--- src/rtl/tg_pkg.sv ---
// Shared types and helpers for the video timing generator: axis timing record,
// FSM state encoding and the total-vs-fields consistency check.
package tg_pkg;

    localparam int TG_PW = 16;

    typedef struct packed {
        logic [TG_PW-1:0] sw;
        logic [TG_PW-1:0] bp;
        logic [TG_PW-1:0] act;
        logic [TG_PW-1:0] fp;
        logic [TG_PW-1:0] total;
    } tg_axis_t;

    typedef enum logic {
        ST_IDLE = 1'b0,
        ST_RUN  = 1'b1
    } tg_state_e;

    // Two extra bits keep the field sum from overflowing; an all-zero record wraps to all ones and mismatches.
    function automatic logic tg_total_bad(input tg_axis_t a);
        logic [TG_PW+1:0] sum;
        sum = {2'b00, a.sw} + {2'b00, a.bp} + {2'b00, a.act} + {2'b00, a.fp}
            - {{(TG_PW+1){1'b0}}, 1'b1};
        return sum != {2'b00, a.total};
    endfunction

endpackage

--- src/rtl/tg_axis_cnt.sv ---
// One timing axis: position counter with clear/increment/wrap plus sync, active-window
// and wrap decode against that axis' shadowed timing record.
module tg_axis_cnt
    import tg_pkg::*;
(
    input  logic             I_CLK,
    input  logic             I_RST,
    input  logic             clear,
    input  logic             inc,
    input  tg_axis_t         cfg,
    output logic [TG_PW-1:0] cnt,
    output logic             sync,
    output logic             active,
    output logic             wrap,
    output logic             cfg_bad
);

    localparam logic [TG_PW-1:0] CNT_ONE = TG_PW'(1);

    logic [TG_PW-1:0] cnt_reg;
    logic [TG_PW-1:0] cnt_next;
    logic [TG_PW+1:0] cnt_ext;
    logic [TG_PW+1:0] act_lo;
    logic [TG_PW+1:0] act_hi;
    logic             at_total;

    // >= rather than == so a count can never run past its total.
    assign at_total = (cnt_reg >= cfg.total);

    always_comb begin
        cnt_next = cnt_reg;
        if (clear) begin
            cnt_next = '0;
        end else if (inc) begin
            cnt_next = at_total ? '0 : cnt_reg + CNT_ONE;
        end
    end

    always_ff @(posedge I_CLK or posedge I_RST) begin
        if (I_RST) begin
            cnt_reg <= '0;
        end else begin
            cnt_reg <= cnt_next;
        end
    end

    assign cnt_ext = {2'b00, cnt_reg};
    assign act_lo  = {2'b00, cfg.sw} + {2'b00, cfg.bp};
    assign act_hi  = act_lo + {2'b00, cfg.act};

    assign cnt     = cnt_reg;
    assign sync    = (cnt_reg < cfg.sw);
    assign active  = (cnt_ext >= act_lo) && (cnt_ext < act_hi);
    assign wrap    = inc && at_total && !clear;
    assign cfg_bad = tg_total_bad(cfg);

endmodule

--- src/rtl/sync_timing_gen.sv ---
// Video timing generator: run/idle FSM, frame-boundary shadowing of the timing SFRs,
// sticky configuration error and registered, mutually aligned sync/de/counter outputs.
module sync_timing_gen
    import tg_pkg::*;
#(
    parameter int PARAM_WIDTH = TG_PW
)
(
    input  logic                   I_CLK,
    input  logic                   I_RST,
    input  logic                   i_en,
    input  logic [PARAM_WIDTH-1:0] i_hsw,
    input  logic [PARAM_WIDTH-1:0] i_hbp,
    input  logic [PARAM_WIDTH-1:0] i_hact,
    input  logic [PARAM_WIDTH-1:0] i_hfp,
    input  logic [PARAM_WIDTH-1:0] i_htotal,
    input  logic [PARAM_WIDTH-1:0] i_vsw,
    input  logic [PARAM_WIDTH-1:0] i_vbp,
    input  logic [PARAM_WIDTH-1:0] i_vact,
    input  logic [PARAM_WIDTH-1:0] i_vfp,
    input  logic [PARAM_WIDTH-1:0] i_vtotal,
    output logic                   o_hsync,
    output logic                   o_vsync,
    output logic                   o_de,
    output logic [PARAM_WIDTH-1:0] o_hcnt,
    output logic [PARAM_WIDTH-1:0] o_vcnt,
    output logic                   o_line_start,
    output logic                   o_frame_start,
    output logic                   o_cfg_err
);

    tg_state_e        state_reg;
    tg_axis_t         h_sfr;
    tg_axis_t         v_sfr;
    tg_axis_t         h_shadow_reg;
    tg_axis_t         v_shadow_reg;
    logic             shadow_ld_d_reg;
    logic             run;
    logic             shadow_ld;
    logic [TG_PW-1:0] hcnt;
    logic [TG_PW-1:0] vcnt;
    logic             h_sync, h_act, h_wrap, h_bad;
    logic             v_sync, v_act, v_wrap, v_bad;

    assign h_sfr = '{sw: i_hsw, bp: i_hbp, act: i_hact, fp: i_hfp, total: i_htotal};
    assign v_sfr = '{sw: i_vsw, bp: i_vbp, act: i_vact, fp: i_vfp, total: i_vtotal};

    // Dropping i_en takes effect on the very next edge, even mid-frame.
    assign run = (state_reg == ST_RUN) && i_en;
    // The v axis only wraps on the last pixel of the frame, which is the in-run reload point.
    assign shadow_ld = (state_reg == ST_IDLE) || v_wrap;

    tg_axis_cnt u_h_axis (
        .I_CLK   (I_CLK),
        .I_RST   (I_RST),
        .clear   (!run),
        .inc     (run),
        .cfg     (h_shadow_reg),
        .cnt     (hcnt),
        .sync    (h_sync),
        .active  (h_act),
        .wrap    (h_wrap),
        .cfg_bad (h_bad)
    );

    tg_axis_cnt u_v_axis (
        .I_CLK   (I_CLK),
        .I_RST   (I_RST),
        .clear   (!run),
        .inc     (h_wrap),
        .cfg     (v_shadow_reg),
        .cnt     (vcnt),
        .sync    (v_sync),
        .active  (v_act),
        .wrap    (v_wrap),
        .cfg_bad (v_bad)
    );

    always_ff @(posedge I_CLK or posedge I_RST) begin
        if (I_RST) begin
            state_reg       <= ST_IDLE;
            h_shadow_reg    <= '0;
            v_shadow_reg    <= '0;
            shadow_ld_d_reg <= 1'b0;
            o_cfg_err       <= 1'b0;
            o_hsync         <= 1'b0;
            o_vsync         <= 1'b0;
            o_de            <= 1'b0;
            o_hcnt          <= '0;
            o_vcnt          <= '0;
            o_line_start    <= 1'b0;
            o_frame_start   <= 1'b0;
        end else begin
            case (state_reg)
                ST_IDLE: if (i_en)  state_reg <= ST_RUN;
                ST_RUN:  if (!i_en) state_reg <= ST_IDLE;
                default:            state_reg <= ST_IDLE;
            endcase

            shadow_ld_d_reg <= shadow_ld;
            if (shadow_ld) begin
                h_shadow_reg <= h_sfr;
                v_shadow_reg <= v_sfr;
            end
            // Judged on the freshly latched shadow, so the reset-zero shadow never raises it.
            if (shadow_ld_d_reg && (h_bad || v_bad)) begin
                o_cfg_err <= 1'b1;
            end

            if (run) begin
                o_hsync       <= h_sync;
                o_vsync       <= v_sync;
                o_de          <= h_act && v_act;
                o_hcnt        <= hcnt;
                o_vcnt        <= vcnt;
                o_line_start  <= (hcnt == '0);
                o_frame_start <= (hcnt == '0) && (vcnt == '0);
            end else begin
                o_hsync       <= 1'b0;
                o_vsync       <= 1'b0;
                o_de          <= 1'b0;
                o_hcnt        <= '0;
                o_vcnt        <= '0;
                o_line_start  <= 1'b0;
                o_frame_start <= 1'b0;
            end
        end
    end

endmodule

--- config.mk ---
export PLATFORM = sky130hd
export DESIGN_NAME = sync_timing_gen
export DESIGN_NICKNAME = d
export VERILOG_FILES = /design/src/rtl/tg_pkg.sv /design/src/rtl/tg_axis_cnt.sv /design/src/rtl/sync_timing_gen.sv
export SDC_FILE = /design/constraint.sdc
export NUM_CORES = 1
export LEC_CHECK = 0
export CAP_MARGIN = 5
export CORE_MARGIN = 5
export CORE_UTILIZATION = 52
export CTS_CLUSTER_SIZE = 30
export DETAILED_ROUTE_END_ITERATION = 10
export MAX_ROUTING_LAYER = met4
export PLACE_DENSITY = 0.74
export SLEW_MARGIN = 0
export SYNTH_ARGS = -nofsm -noshare
export SYNTH_HDL_FRONTEND = slang
export SYNTH_HIERARCHICAL = 1
export SYNTH_SLANG_ARGS = --single-unit
--- constraint.sdc ---
create_clock -name I_CLK -period 5.9 [get_ports I_CLK]
set_clock_uncertainty 0.1 [all_clocks]
set_input_delay 0.59 -clock I_CLK [delete_from_list [all_inputs] [get_ports I_CLK]]
set_output_delay 0.59 -clock I_CLK [all_outputs]
set_load 0.03 [all_outputs]
==> results of run 1 <==
[critical path, cell delays in order (launching register included)]
cell	delay [ns]
dfrtp_1	0.39
ha_2	0.19
inv_2	0.06
fa_2	0.21
nor2b_2	0.05
o31a_1	0.29
buf_4	0.14
a21oi_1	0.22
ha_1	0.31
and3_1	0.20
a2111oi_1	0.47
xor2_1	0.37
ha_1	0.31
inv_1	0.06
ha_1	0.23
a21oi_1	0.23
o21a_2	0.22
a21oi_2	0.07
a221o_1	0.31
a21oi_1	0.28
o21ai_0	0.17
mux4_2	0.30
or4_1	0.50
o21ai_1	0.15
nand2b_1	0.07
[per-stage QoR]
step | TNS, ns | cell area, µm² | hold WS [ns] | utilization
6_report | -0.113 | 22200 | 0.379 | 0.661
2_1_floorplan | 0 | 17600 | 0.350 | -
3_5_place_dp | -0.405 | 21000 | 0.367 | 0.628
3_3_place_gp | -0.206 | 21000 | 0.362 | 0.628
4_1_cts | -0.206 | 22100 | 0.376 | 0.658
5_1_grt | -0.443 | 22200 | 0.402 | 0.661
[where the power goes]
part / switching [mW] / internal [mW]
Clock: 0.684 / 1.02
Combinational: 3.73 / 3.38
Sequential: 0.104 / 1.70
[how the worst max path moves through the flow]
stage | start | slack [ns] | end | cells after the start
3_3_place_gp | v_shadow_reg[48] | -0.21 | o_cfg_err | 31
5_1_grt | v_shadow_reg[64] | -0.44 | o_cfg_err | 31
4_1_cts | v_shadow_reg[64] | -0.21 | o_cfg_err | 31
3_5_place_dp | v_shadow_reg[49] | -0.40 | o_cfg_err | 29
2_1_floorplan | v_shadow_reg[48] | 0.003 | o_cfg_err | 32
6_report | v_shadow_reg[48] | -0.11 | o_cfg_err | 24
[layout make-up]
class / instances / area share
Inverter: 197 / 0.0335
Clock buffer: 33 / 0.0333
Clock inverter: 12 / 0.00694
Sequential cell: 232 / 0.262
Timing Repair Buffer: 344 / 0.141
Multi-Input combinational cell: 1258 / 0.498
Tap cell: 448 / 0.0253
[placed cells by master, fill, tap and decap left out, types with 7 or more instances in the layout]
cell             Yosys  layout
xor2_1              45      44
mux2_2              72      72
nor2_1              61      61
a21oi_1             94      91
a31oi_1             35      32
o21a_1              22      22
clkbuf_16            0      27
o211ai_1            11      11
mux2_4              89      89
o21ai_1             11      13
nor3_1              20      20
o21ai_0             54      51
or2_2               10      10
nor2b_1             14      13
o2111ai_1            8       7
nor4_1              12      10
or3_1                8       7
nand2_1             47      44
dfrtp_1            232     232
a211oi_1            14      14
a21o_1              50      50
nand3_1             24      23
inv_1              197     193
a22o_1               8       8
clkdlybuf4s50_1      0     200
xnor2_1             67      65
ha_1               240     234
buf_4                1     141
nand2b_1            54      53
and3_1              61      61
nand4_1             13      13
and2_1               7       7
[cell families (layout without fill, tap and decap cells)]
group           Yosys count  after routing
simple gates            352            352
mux                     165            165
flops                   232            232
compound gates          377            377
fa+ha+maj               251            251
buf+inv                 230            586
xor+xnor                113            113
[repair_timing]
| item | CTS | global route |
|---|---|---|
| setup endpoints to repair | 1 | 1 |
| buffers inserted | 5 | 2 |
| resized for setup | 23 | 14 |
| pin swaps | 30 | 24 |
[layer usage]
| metal | GRT usage | vias to the layer above | wire length, µm |
|---|---|---|---|
| met5 | - | - | 0 |
| met4 | 0.0789 | 0 | 1530 |
| met3 | 0.0323 | 102 | 1800 |
| met2 | 0.453 | 346 | 24700 |
| met1 | 0.299 | 6850 | 20200 |
| li1 | - | 6851 | - |
==> run metrics, run 1 <==
EDFF count, synth=0; largest family of logic cells by synthesized area=adder cells; Syn Nets=2129; Die Height=194 µm; TritonCTS Buffers=27; Period minus WS final=6.01 ns; RR Endpoint=o_cfg_err; Synth Area in XOR/XNOR=0.0566; period utilisation layout=1.02; Starting Density=0.526; gr usage total=0.254; Top Ports=201; Setup CP Type=flop to flop; crit-path max FO=4; mapped cell area=0.0176 mm²; Unique masters post-synth=83; violated checks=negative setup slack; Die ar.=0.0377 mm²; setup ws final=-0.113 ns; Pwr Density=479 mW/mm²; DRC viols=0; WP data required=6.23 ns; root buf cell=clkbuf_16; CP Capture Type=flop; # rows=67; first-pass GRT wire length=76100 µm; most frequent cells after synthesis=240 x ha_1, 232 x dfrtp_1, 197 x inv_1; worst r2r src=v_shadow_reg[48]; die width=194 µm; Pleak=11.1 nW; placed insts=2472; top-count cell post-synth=ha_1; share of cells above drive strength 1=0.197; multi-input logic area=0.0110 mm²; hold depth=2; Seq/Total Area, Yosys=0.329; detailed placer's ending HPWL=36500 µm; CTS sink count=232; final setup violation count=1; 1st-pass router iterations=5; multiplexer share of the synthesized area=0.125; drt via density=5.61; Clock transition at path regs=0.06 ns; Core Region=0.0335 mm²; Top FF cell, synth=dfrtp_1; wire per inst=19.1 µm; Worst R2R Setup Slack=-0.11 ns; Final Instance Count excl. Fillers=2524; Synth Area in Simple Gates=0.109; area share of the largest cell type after synthesis=0.329; Antenna Nets Post-Route=0; warnings from Yosys=6; pin count of the biggest net entering global routing=146; register area=0.00581 mm²; ys async rst share=1.00; P&R area growth vs syn=25.8%; # hold bufs at CTS=0; cells after synthesis=1720; total gr overflow=0; Longest Clk Path Bufs=3; Synth Area in Compound Gates=0.145; Worst Max-Slew Pin Slew=1.18 ns; CTS tree=built; drt total wl=48200 µm; crit start category=flop; Synth area leaders=dfrtp_1 33%, ha_1 17%, mux2_4 7.6%; vias=14100; hold path startpoint=shadow_ld_d_reg; Antenna Cells=0; Max Freq=166 MHz; number of global-route vias before repair=14600; Slew headroom=0.215; unrepaired setup endpoints after global routing=yes; WP data arrival=6.34 ns; hold-critical path endpoint=o_cfg_err; worst min path class=flop to flop; status=complete, but fails checks; layout net count=2469; clock latency on the worst-skew pair=0.56 ns; initial drt markers=712; Max Cap Violations=0; post-place setup slack=-0.405 ns; initial antenna violation count=0; Final GP Congestion=0.916; synthesized-area fraction occupied by adder cells=0.180; total power=10.6 mW; maximum VDD drop=0.000350 V; Filler Cell Count=2664; Port Buffers=200; r2r worst-path depth=24; leading area contributor after synthesis=dfrtp_1; Synth Area per Inst=10.2 µm²; H-Tree Depth=1; #FFs+latches synth=232; Final Hold Vio Count=0; Max Slew Vio Count=0
Power figures use the tool's default switching activity.
==> run 2: changes to the inputs <==
--- a/config.mk
+++ b/config.mk
@@ -6,9 +6,11 @@
 export NUM_CORES = 1
 export LEC_CHECK = 0
 export CAP_MARGIN = 5
+export CELL_PAD_IN_SITES_DETAIL_PLACEMENT = 0
+export CELL_PAD_IN_SITES_GLOBAL_PLACEMENT = 1
 export CORE_MARGIN = 5
-export CORE_UTILIZATION = 52
-export CTS_CLUSTER_SIZE = 30
+export CORE_UTILIZATION = 41
+export CTS_CLUSTER_SIZE = 12
 export DETAILED_ROUTE_END_ITERATION = 10
 export MAX_ROUTING_LAYER = met4
 export PLACE_DENSITY = 0.74
==> run metrics, run 2 (synthesized netlist as in run 1, its figures left out) <==
initial drt markers=605 (was 712); Max Cap Violations=0 (unchanged); crit start category=flop (unchanged); Starting Density=0.412 (was 0.526); Final Hold Vio Count=0 (unchanged); share of cells above drive strength 1=0.199 (was 0.197); Setup CP Type=flop to flop (unchanged); final setup violation count=1 (unchanged); final core occ=0.523 (was 0.661); status=complete, but fails checks (unchanged); root buf cell=clkbuf_16 (unchanged); CTS sink count=232 (unchanged); Worst R2R Setup Slack=-0.18 ns (was -0.11 ns); violated checks=negative setup slack (unchanged); vias=13900 (was 14100); hold depth=2 (unchanged); GRT Max-Usage Layer=met2 (unchanged); wire per inst=18.9 µm (was 19.1 µm); Global Route met2 Usage=0.382 (was 0.453); number of global-route vias before repair=14400 (was 14600); total power=10.7 mW (was 10.6 mW); met1 usage=0.253 (was 0.299); initial antenna violation count=0 (unchanged); gr usage total=0.212 (was 0.254); die width=217 µm (was 194 µm); DRC viols=0 (unchanged); Pwr Density=477 mW/mm² (was 479 mW/mm²); first-pass GRT wire length=78000 µm (was 76100 µm); P&R area growth vs syn=27.0% (was 25.8%); CTS tree=built (unchanged); worst min path class=flop to flop (unchanged); Period minus WS final=6.08 ns (was 6.01 ns); # hold bufs at CTS=0 (unchanged); Top Ports=201 (unchanged); CP Capture Type=flop (unchanged); crit path buf inv count=3 (unchanged); crit-path leading delay family=compound AO/OA/AOI/OAI gates (unchanged); Antenna Nets Post-Route=0 (unchanged); hold-critical path endpoint=o_cfg_err (unchanged); r2r worst-path depth=32 (was 24); Longest Clk Path Bufs=3 (unchanged); drt via density=5.29 (was 5.61); 1st-pass router iterations=5 (unchanged); Largest stage delay, worst path=0.44 ns (was 0.50 ns); Slew headroom=0.145 (was 0.215); clock latency on the worst-skew pair=0.56 ns (about the same); Port Buffers=200 (unchanged); Pleak=11.1 nW (about the same); worst r2r src=v_shadow_reg[48] (unchanged); Clock transition at path regs=0.06 ns (about the same); slowest stage cell, crit path=o41a_1 (was or4_1); layout net count=2479 (was 2469); met3 GRT Util=0.0296 (was 0.0323); period utilisation layout=1.03 (was 1.02); Antenna Cells=0 (unchanged); RR Endpoint=o_cfg_err (unchanged); crit-path max FO=4 (unchanged); maximum VDD drop=0.000255 V (was 0.000350 V); commonest non-fill, non-tap cells in the layout=235 x ha_1, 232 x dfrtp_1, 200 x clkdlybuf4s50_1 (was 234 x ha_1, 232 x dfrtp_1, 200 x clkdlybuf4s50_1); # rows=76 (was 67); setup ws final=-0.184 ns (was -0.113 ns); total gr overflow=0 (unchanged); drt total wl=49900 µm (was 48200 µm); Max Freq=164 MHz (was 166 MHz); WP data arrival=6.43 ns (was 6.34 ns); detailed placer's ending HPWL=38100 µm (was 36500 µm); unrepaired setup endpoints after global routing=yes (unchanged); Die Height=217 µm (was 194 µm); WP data required=6.25 ns (was 6.23 ns); Max Slew Vio Count=0 (unchanged); Die ar.=0.0472 mm² (was 0.0377 mm²); TritonCTS Buffers=29 (was 27); pin count of the biggest net entering global routing=201 (was 146); H-Tree Depth=1 (unchanged); Final GP Congestion=0.897 (was 0.916); hold path startpoint=shadow_ld_d_reg (unchanged); Core Region=0.0428 mm² (was 0.0335 mm²); Filler Cell Count=3857 (was 2664); Worst Max-Slew Pin Slew=1.28 ns (was 1.18 ns); leading cell type in the layout, fill and taps excluded=ha_1 (unchanged)
[run 2: cell count changes in the layout (fill, tap and decap cells not counted), sizes merged]
cell	before	now
inv	198	197
clkinv	4	5
clkinvlp	4	3
clkbuf	33	39
buf	144	152
[run 2: timing repair]
item / 4_1_cts / 5_1_grt
setup buffers: 1 / 3
setup endpoints to repair: 1 / 1
pin swaps: 11 / 18
gates resized for setup: 7 / 25
[run 2: area by class of cell]
cell class                 instances  area [µm²]  area share
multi-input combinational       1258       11000       0.492
clock buffer                      39         803      0.0359
clock inverter                    11         150     0.00671
timing repair buffer             352        3190       0.143
inverter                         197         743      0.0332
tap                              546         683      0.0305
sequential                       232        5810       0.259
[run 2: worst register-to-register path, delay by kind of cell, from the launching register on]
family,cells,cell delay (ns)
AOI/OAI and AO/OA,9,2.03
xor gates and xnor gates,2,0.41
adders and majority gates,5,1.09
buffers and inverters,3,0.23
DFF,1,0.38
and+or+nand+nor,13,1.73
[run 2: metal layers]
layer	vias up	routed length, µm
met2	287	25600
met4	0	1320
met3	76	2020
li1	6870	-
met5	-	0
met1	6714	21000
[run 2: worst max path at each step]
| stage | from | to | slack, ns | depth (start not counted) |
|---|---|---|---|---|
| after CTS | v_shadow_reg[48] | o_cfg_err | -0.24 | 31 |
| after floorplan | v_shadow_reg[48] | o_cfg_err | 0.003 | 32 |
| after detailed placement | v_shadow_reg[48] | o_cfg_err | -0.37 | 31 |
| final | v_shadow_reg[48] | o_cfg_err | -0.18 | 32 |
| after global routing | v_shadow_reg[64] | o_cfg_err | -0.42 | 31 |
| after global placement | v_shadow_reg[48] | o_cfg_err | -0.24 | 31 |
[run 2: through the flow]
| stage | hold WS, ns | area, µm² | setup WS (ns) | instances | setup TNS, ns |
|---|---|---|---|---|---|
| floorplan | 0.350 | 17600 | 0.00335 | 1720 | 0 |
| global placement | 0.356 | 21300 | -0.241 | 2581 | -0.241 |
| detailed placement | 0.366 | 21300 | -0.365 | 2581 | -0.365 |
| CTS | 0.362 | 22300 | -0.243 | 2632 | -0.243 |
| global route | 0.398 | 22400 | -0.417 | 2635 | -0.417 |
| finish | 0.366 | 22400 | -0.184 | 2635 | -0.184 |
[run 2: where the power goes]
group	internal, mW	switching, mW	total [mW]
clock network	1.08	0.722	1.80
registers	1.71	0.110	1.81
logic	3.42	3.63	7.06
total	6.21	4.46	10.7
==> patch: new RTL, settings of run 1 <==
Register the input `i_htotal` before use. The logic sees it one clock later. The other inputs are not delayed to match.
--- a/src/rtl/sync_timing_gen.sv
+++ b/src/rtl/sync_timing_gen.sv
@@ -29,6 +29,12 @@
     output logic                   o_cfg_err
 );
 
+    logic [PARAM_WIDTH-1:0] i_htotal_q;
+
+    always_ff @(posedge I_CLK) begin
+        i_htotal_q <= i_htotal;
+    end
+
     tg_state_e        state_reg;
     tg_axis_t         h_sfr;
     tg_axis_t         v_sfr;
@@ -42,7 +48,7 @@
     logic             h_sync, h_act, h_wrap, h_bad;
     logic             v_sync, v_act, v_wrap, v_bad;
 
-    assign h_sfr = '{sw: i_hsw, bp: i_hbp, act: i_hact, fp: i_hfp, total: i_htotal};
+    assign h_sfr = '{sw: i_hsw, bp: i_hbp, act: i_hact, fp: i_hfp, total: i_htotal_q};
     assign v_sfr = '{sw: i_vsw, bp: i_vbp, act: i_vact, fp: i_vfp, total: i_vtotal};
 
     // Dropping i_en takes effect on the very next edge, even mid-frame.
Check against the original RTL: not equivalent (Yosys sat finds a counterexample within 4 cycles, from zero or initial values and one cycle with I_RST high).
==> patch against run 1 <==
  * The run still ends with setup timing left
  * Total power decreased by 4.1%
  * Setup slack improved by 0.099 ns
  * Clock power increased by 8%
  * Final area decreased by 1.5%
  * Area after synthesis increased by 0.26%
  * Routed wire length decreased by 5.3%
  * Utilization decreased by 0.97 points
  * Sequential cell count increased by 16
  * Critical endpoint unchanged
  * Largest power group unchanged
==> patch: results <==
worst_setup_path:
  criticalPathCategory: "register to register"
  worstPathMaxFanout: 3
  critPathSlowestCell: "dfrtp_1"
  r2r_cells: 32
  cp.arrival_ns: 6.27
  slowest_delay_ns: 0.38
  r2r-start: "v_shadow_reg[49]"
logic_synthesis:
  synth_common_cells: "ha_1 (240), dfrtp_1 (232), inv_1 (199)"
  synth_fa_ha_area_frac: 0.179
  synthArstFlopShare: 0.935
  yosys_warnings: 6
  synth-seq-area-share: 0.347
  yosysUniqueCellTypes: 82
  syn_inst: 1718
  synth_xor_area_frac: 0.0619
  synth_fp_nets: 2127
  synthMuxAreaShare: 0.123
  synth_compound_gate_area_share: 0.124
  ys.flop_type: "dfrtp_1"
  synth.area.top_cells: "dfrtp_1 (33%), ha_1 (17%), mux2_4 (7.6%)"
clocking:
  clkLatencyLatePin_ns: 0.56
  clk_pin_slew_ns: 0.07
  numCtsBuffers: 28
  clockBufferDepth: 3
worst_hold_path:
  hold_class: "register to register"
  hold_start: "i_htotal_q[4]"
  hold_depth: 1
  hold_end: "h_shadow_reg[4]"
global_routing:
  grtUsageTotal: 0.244
  grt_pass1_vias: 13900
  antenna_found_initial: 0
  grt_max_degree: 129
  grt_pass1_wl_um: 73600
status:
  status: "finished, violations left"
  violations: "setup timing"
final_layout:
  drive_above_1_share: 0.175
  nFillCells: 2682
placement:
  pre_cts_ws_ns: -0.510
  io_buffers: 200
  dp_hpwl_um: 34200
  place_congestion: 0.900
  dpl_cell_area_mm2: 0.0206
  dp.cells: 2409
power:
  p_leak_nw: 10.8
  ir_worst_vdd_v: 0.000383
timing:
  tns_ns: -0.0141
  worstMarginPinSlew_ns: 0.897
  hold-worst-slack_ns: 0.360
  setup_viol: 1
  setup_ws_ns: -0.0141
routing:
  post_drt_wl_per_cell_um: 18.5
  viasPerCell: 5.46
  drt_iter0_markers: 780
  vias: 13500
## patch: changes by cell type in the layout (fill, tap and decap cells not counted), sizes merged, moves of 12 or more
cell / run 1 / this run
xnor2: 68 / 89
buf: 144 / 84
dfxtp: 0 / 16
a21oi: 96 / 79
o21ai: 65 / 84
a31oi: 35 / 23
nor2b: 16 / 28
## patch: per-layer routing
metal | part of all wire | vias up | track usage
met2 | 0.44 | 358 | 0.369
met1 | 0.49 | 6437 | 0.353
met3 | 0.055 | 68 | 0.0336
met4 | 0.021 | 0 | 0.0539
li1 | - | 6630 | -
met5 | 0 | - | -
## patch: where the power goes
| part | total (mW) | switching, mW | internal (mW) | leakage (nW) |
|---|---|---|---|---|
| clock network | 1.83 | 0.736 | 1.09 | 0.471 |
| registers | 1.92 | 0.104 | 1.82 | 2.99 |
| logic | 6.44 | 3.32 | 3.12 | 7.35 |
## patch: final cells by class
| cell class | instances | area (um^2) | share of cell area |
|---|---|---|---|
| clock inverter | 14 | 168 | 0.00768 |
| timing repair buffer | 284 | 2670 | 0.122 |
| clock buffer | 36 | 802 | 0.0367 |
| sequential | 248 | 6130 | 0.280 |
| tap | 448 | 561 | 0.0257 |
| multi-input combinational | 1241 | 10800 | 0.493 |
| inverter | 199 | 751 | 0.0344 |
## patch: worst max-delay path: cells and delay by family, from the launching register on
family / cells / cell delay, ns
adder cells (fa/ha/maj): 4 / 1.18
AND/OR/NAND/NOR: 11 / 1.38
flip-flops: 1 / 0.38
buffers and inverters: 2 / 0.15
AO/OA/AOI/OAI: 14 / 2.47
XOR/XNOR: 1 / 0.16
## patch: what timing repair did
item                                    CTS  global route
pin swaps                                27             4
gates resized for setup                  27             9
setup buffers                            11             0
endpoints found under the setup margin    1             1
